File: src/rtl/nibble_serial_addsub_ctrl_if.sv
// Requester-side bundle for the nibble-serial add/sub sequencer:
// operand pair, Start/Ready handshake and the registered results.
interface nibble_serial_addsub_ctrl_if #(
  parameter int NIBBLES = 4
);
  localparam int W = 4 * NIBBLES;

  // Handshake: an operation is accepted on a rising clock edge where
  // Start=1 and Ready=1; Sub/OpA/OpB are sampled on that same edge.
  logic         Start;
  logic         Sub;
  logic [W-1:0] OpA;
  logic [W-1:0] OpB;
  logic         Ready;
  logic         Busy;
  logic         Done;
  logic [W-1:0] Result;
  logic         CarryOut;
  logic         Overflow;

  modport master (
    output Start, Sub, OpA, OpB,
    input  Ready, Busy, Done, Result, CarryOut, Overflow
  );

  modport slave (
    input  Start, Sub, OpA, OpB,
    output Ready, Busy, Done, Result, CarryOut, Overflow
  );
endinterface

File: src/rtl/nibble_serial_addsub_ctrl.sv
// Wide add/subtract built from one 4-bit slice, one nibble per clock, LSB first,
// with the inter-nibble carry registered; results are published with a Done pulse.
module nibble_serial_addsub_ctrl #(
  parameter int NIBBLES = 4
) (
  input  logic                         Clk,
  input  logic                         ResetN,
  nibble_serial_addsub_ctrl_if.slave   bus,
  output logic [1:0]                   state_dbg
);

  localparam int W  = 4 * NIBBLES;
  localparam int IW = (NIBBLES > 2) ? $clog2(NIBBLES) : 1;
  localparam logic [IW-1:0] IDX_LAST = IW'(NIBBLES - 1);

  typedef enum logic [1:0] {
    S_IDLE = 2'd0,
    S_RUN  = 2'd1,
    S_DONE = 2'd2
  } state_e;

  state_e         state_q, state_d;
  logic [W-1:0]   a_q, a_d;
  logic [W-1:0]   b_q, b_d;
  logic [W-1:0]   part_q, part_d;
  logic [W-1:0]   result_q, result_d;
  logic           sub_q, sub_d;
  logic           carry_q, carry_d;
  logic           cout_q, cout_d;
  logic           ovf_q, ovf_d;
  logic [IW-1:0]  idx_q, idx_d;

  logic           accept;
  logic           last_nib;
  logic [3:0]     b_x;
  logic [4:0]     sum5;
  logic [3:0]     low4;
  logic           c3;
  logic [W-1:0]   assembled;

  // State register
  always_ff @(posedge Clk or negedge ResetN) begin
    if (!ResetN) begin
      state_q <= S_IDLE;
    end else begin
      state_q <= state_d;
    end
  end

  // Next-state logic
  always_comb begin
    state_d = state_q;
    case (state_q)
      S_IDLE: if (bus.Start) state_d = S_RUN;
      S_RUN:  if (last_nib)  state_d = S_DONE;
      S_DONE: state_d = S_IDLE;
      default: state_d = S_IDLE;
    endcase
  end

  // Output decode, from registered state only
  always_comb begin
    bus.Ready    = (state_q == S_IDLE);
    bus.Busy     = (state_q != S_IDLE);
    bus.Done     = (state_q == S_DONE);
    bus.Result   = result_q;
    bus.CarryOut = cout_q;
    bus.Overflow = ovf_q;
    state_dbg    = state_q;
  end

  assign accept   = (state_q == S_IDLE) && bus.Start;
  assign last_nib = (idx_q == IDX_LAST);

  // The 4-bit slice; operand registers shift right so nibble 0 is always current.
  // c3 (carry into the slice MSB) is only meaningful on the top nibble, for Overflow.
  always_comb begin
    b_x       = b_q[3:0] ^ {4{sub_q}};
    sum5      = {1'b0, a_q[3:0]} + {1'b0, b_x} + {4'b0000, carry_q};
    low4      = {1'b0, a_q[2:0]} + {1'b0, b_x[2:0]} + {3'b000, carry_q};
    c3        = low4[3];
    assembled = {sum5[3:0], part_q[W-1:4]};
  end

  always_comb begin
    a_d      = a_q;
    b_d      = b_q;
    part_d   = part_q;
    result_d = result_q;
    sub_d    = sub_q;
    carry_d  = carry_q;
    cout_d   = cout_q;
    ovf_d    = ovf_q;
    idx_d    = idx_q;
    if (accept) begin
      a_d     = bus.OpA;
      b_d     = bus.OpB;
      sub_d   = bus.Sub;
      carry_d = bus.Sub;
      idx_d   = '0;
      part_d  = '0;
    end else if (state_q == S_RUN) begin
      a_d     = a_q >> 4;
      b_d     = b_q >> 4;
      carry_d = sum5[4];
      idx_d   = idx_q + IW'(1);
      part_d  = assembled;
      if (last_nib) begin
        result_d = assembled;
        cout_d   = sum5[4];
        ovf_d    = sum5[4] ^ c3;
      end
    end
  end

  always_ff @(posedge Clk or negedge ResetN) begin
    if (!ResetN) begin
      a_q      <= '0;
      b_q      <= '0;
      part_q   <= '0;
      result_q <= '0;
      sub_q    <= 1'b0;
      carry_q  <= 1'b0;
      cout_q   <= 1'b0;
      ovf_q    <= 1'b0;
      idx_q    <= '0;
    end else begin
      a_q      <= a_d;
      b_q      <= b_d;
      part_q   <= part_d;
      result_q <= result_d;
      sub_q    <= sub_d;
      carry_q  <= carry_d;
      cout_q   <= cout_d;
      ovf_q    <= ovf_d;
      idx_q    <= idx_d;
    end
  end

endmodule

File: src/flat_wrapper.sv
// flat-port wrapper written by rule: the top's interface ports become plain ports
module nibble_serial_addsub_ctrl_flat 
#(
  parameter int NIBBLES = 4
)
  (Clk, ResetN, state_dbg, bus_Start, bus_Sub, bus_OpA, bus_OpB, bus_Ready, bus_Busy, bus_Done, bus_Result, bus_CarryOut, bus_Overflow);
  nibble_serial_addsub_ctrl_if #(.NIBBLES(NIBBLES)) bus_i ();
  input  logic Clk;
  input  logic ResetN;
  output logic [1:0] state_dbg;
  input wire logic [$bits(bus_i.Start)-1:0] bus_Start;
  input wire logic [$bits(bus_i.Sub)-1:0] bus_Sub;
  input wire logic [$bits(bus_i.OpA)-1:0] bus_OpA;
  input wire logic [$bits(bus_i.OpB)-1:0] bus_OpB;
  output wire logic [$bits(bus_i.Ready)-1:0] bus_Ready;
  output wire logic [$bits(bus_i.Busy)-1:0] bus_Busy;
  output wire logic [$bits(bus_i.Done)-1:0] bus_Done;
  output wire logic [$bits(bus_i.Result)-1:0] bus_Result;
  output wire logic [$bits(bus_i.CarryOut)-1:0] bus_CarryOut;
  output wire logic [$bits(bus_i.Overflow)-1:0] bus_Overflow;
  assign bus_i.Start = bus_Start;
  assign bus_i.Sub = bus_Sub;
  assign bus_i.OpA = bus_OpA;
  assign bus_i.OpB = bus_OpB;
  assign bus_Ready = bus_i.Ready;
  assign bus_Busy = bus_i.Busy;
  assign bus_Done = bus_i.Done;
  assign bus_Result = bus_i.Result;
  assign bus_CarryOut = bus_i.CarryOut;
  assign bus_Overflow = bus_i.Overflow;
  nibble_serial_addsub_ctrl #(.NIBBLES(NIBBLES)) u_core (.Clk(Clk), .ResetN(ResetN), .bus(bus_i), .state_dbg(state_dbg));
endmodule
File: config.mk
export PLATFORM = sky130hd
export DESIGN_NAME = nibble_serial_addsub_ctrl_flat
export DESIGN_NICKNAME = d
export VERILOG_FILES = /design/src/rtl/nibble_serial_addsub_ctrl_if.sv /design/src/rtl/nibble_serial_addsub_ctrl.sv /design/src/flat_wrapper.sv
export SDC_FILE = /design/constraint.sdc
export NUM_CORES = 1
export LEC_CHECK = 0
export CORE_UTILIZATION = 45
export DETAILED_ROUTE_END_ITERATION = 8
export PLACE_DENSITY = 0.71
export SLEW_MARGIN = 20
export SYNTH_ARGS = -nofsm -noshare
export SYNTH_HDL_FRONTEND = slang
export SYNTH_SLANG_ARGS = --single-unit
export TNS_END_PERCENT = 50
File: constraint.sdc
create_clock -name Clk -period 2.9 [get_ports Clk]
set_input_delay 0.725 -clock Clk [delete_from_list [all_inputs] [get_ports Clk]]
set_output_delay 0.725 -clock Clk [all_outputs]
set_load 0.005 [all_outputs]
==> impl_metrics.ini <==
[sta]
fin_ws_ns = 0.587
fin_crit_sh_pct = 79.8
fin_setup_tns_ns = 0
fin_skew_ns = 0.00614
finalHoldViolations = 0
period_needed_ns = 2.31
clock.fmax_ghz = 0.432
rsz0062_at_grt = false
worstMarginPinSlew_ns = 0.948
finalMaxSlewViolations = 0
slew_headroom_pct = 36.8
setup_viol = 0

[grt]
grt_pass1_wl_um = 10200
grt_usage_pct = 19.0
grt_overflow = 0
antenna_found_initial = 0
grt_max_degree = 69
grt_pass1_vias = 2114

[clock_network]
cts_setup_buffers = 0
worstSkewPairLatency_ns = 0.34
clock-sinks = 68
clock-root-buffer = clkbuf_8
cts_hold_buf = 0
clockBufferDepth = 2
htreeDepth = 3
cts_inserted_buffers = 9
cts_tree = yes
cts_resized = 0
path_clk_slew_ns = 0.07

[floorplanning]
rows = 29
io_pins = 59
core_um2 = 6350
die_y_um = 83.3
start_util_pct = 46.8
dieArea_um2 = 6930
die_x_um = 83.3

[synthesis]
async_reset_ff_share_pct = 100
synth_area_leaders = dfrtp_1, nand2_1, a22oi_1
yosysTopAreaCell = dfrtp_1
yosys_warnings = 0
yosys.cell_count.top_type = nand2_1
avgSynthCellArea_um2 = 10.7
ys.flop_type = dfrtp_1
synth_edf_count = 0
synth_fp_nets = 321
synth_cells = 279
synth_cell_types = 27
synth_area_um2 = 2970
synthTopCellsByCount = nand2_1, dfrtp_1, o21ai_0
synth-seq-area-share_pct = 57.3
synth_seq_cells = 68
yosysTopAreaCellShare_pct = 57.3

[worst_setup_path]
end_kind = output pin
worst_ep_arrival_time_ns = 1.59
startpoint_type = register
path_class = register to output pin
cp_max_fo = 6
required_ns = 2.17
r2r_slack_ns = 0.60
path_cells = nor2_1 -> clkdlybuf4s50_1
crit_path_top_delay_cell = clkdlybuf4s50_1
rr_worst_depth = 7
slowest_delay_ns = 0.54

[route]
vias = 2167
post_drt_wl_per_cell_um = 14.8
ant_nets = 0
first_pass_iters = 5
first_iter_violations = 127
vias_per_cell = 5.22
drc_errors = 0
totalWireLength_um = 6150

[flow_run]
maxCapViolCount = 0

[final_layout]
antenna_cells = 0
final_cells = 415
seqCellArea_um2 = 1700
nets = 377
multi_input_area_um2 = 1130
area.growth.synth_to_final_pct = 26.6
drive_above_1_share_pct = 10.4
fillers = 536

[hold_path]
holdPathStages = 2
hp-class = register to register

[placed_design]
numPortBuffers = 58
place_ws_ns = 0.537
gp_congestion = 0.744
hpwlAfterDp_um = 4160
placedCellCount = 401

[power_and_ir_drop]
peakVddDrop_mv = 0.537
finalPower_uw = 4320
p_leak_uw = 0.00177
powerDensity_nw_per_um2 = 1150

[run_status]
status = finished clean
cell usage in the layout, fill, tap and decap left out, drive strengths merged, types with 5 or more instances in the layout:
master	synthesis	final
mux2	13	13
o21ai	29	29
nand2	91	91
buf	14	5
clkdlybuf4s50	0	57
dfrtp	68	68
clkbuf	3	12
inv	6	6
a22oi	23	23
power breakdown:
group          internal, uW  switching (uW)
combinational           922             959
sequential             1380             284
clock                   434             335
total                  2740            1580
cells by family (layout without fill, tap and decap cells):
family	Yosys count	in the layout	share of synthesized area (%)
mux	13	13	6.06
buf+inv	23	82	4.63
xor+xnor	7	7	2.06
compound gates	56	56	11.7
simple gates	106	106	15.2
fa+ha+maj	6	6	3.03
flops	68	68	57.3
layout make-up:
class                      instances  area share (%)
sequential                        68            45.2
multi-input combinational        188            30.1
timing repair buffer              62            16.4
clock buffer                      12            4.13
tap                               77            2.56
clock inverter                     2           0.931
inverter                           6           0.599
final timing paths:
kind	to	from
max	bus_Ready	u_core.state_dbg[1]
min	u_core.b_q[4]	u_core.b_q[4]
max reg2reg	u_core.bus.Overflow	u_core.sub_q
min reg2reg	u_core.b_q[4]	u_core.b_q[4]
max in group asynchronous	u_core.bus.Result[2]	ResetN
min in group asynchronous	u_core.bus.Result[0]	ResetN
metrics by stage:
stage | util [%] | hold WS, ns | instance area [um^2]
2_1_floorplan | - | 0.429 | 2970
3_3_place_gp | 56.2 | 0.462 | 3570
3_5_place_dp | 56.2 | 0.467 | 3570
4_1_cts | 59.2 | 0.485 | 3760
5_1_grt | 59.2 | 0.502 | 3760
6_report | 59.2 | 0.481 | 3760
layer usage:
metal / GRT usage (%) / vias up / part of all wire [%]
met5: 0 / - / 0
met4: 9.87 / 0 / 1.8
met3: 4.37 / 11 / 6.0
met2: 28.5 / 75 / 46
met1: 25.6 / 1030 / 46
li1: - / 1051 / -
worst max-delay path, delay by kind of cell (launching register included):
| family | cells | cell delay, ns |
|---|---|---|
| AND/OR/NAND/NOR | 1 | 0.21 |
| flip-flops | 1 | 0.50 |
| buffers and inverters | 1 | 0.54 |
flip-flops by register name, indices dropped and copies added, names as in the netlist:
| register | flops |
|---|---|
| u_core.bus.Overflow | 1 |
| u_core.sub_q | 1 |
| u_core.state_dbg | 2 |
| u_core.part_q | 12 |
| u_core.carry_q | 1 |
| u_core.bus.CarryOut | 1 |
| u_core.b_q | 16 |
| u_core.a_q | 16 |
| u_core.bus.Result | 16 |
| u_core.idx_q | 2 |
No activity file was read; power rests on OpenSTA's default activity.
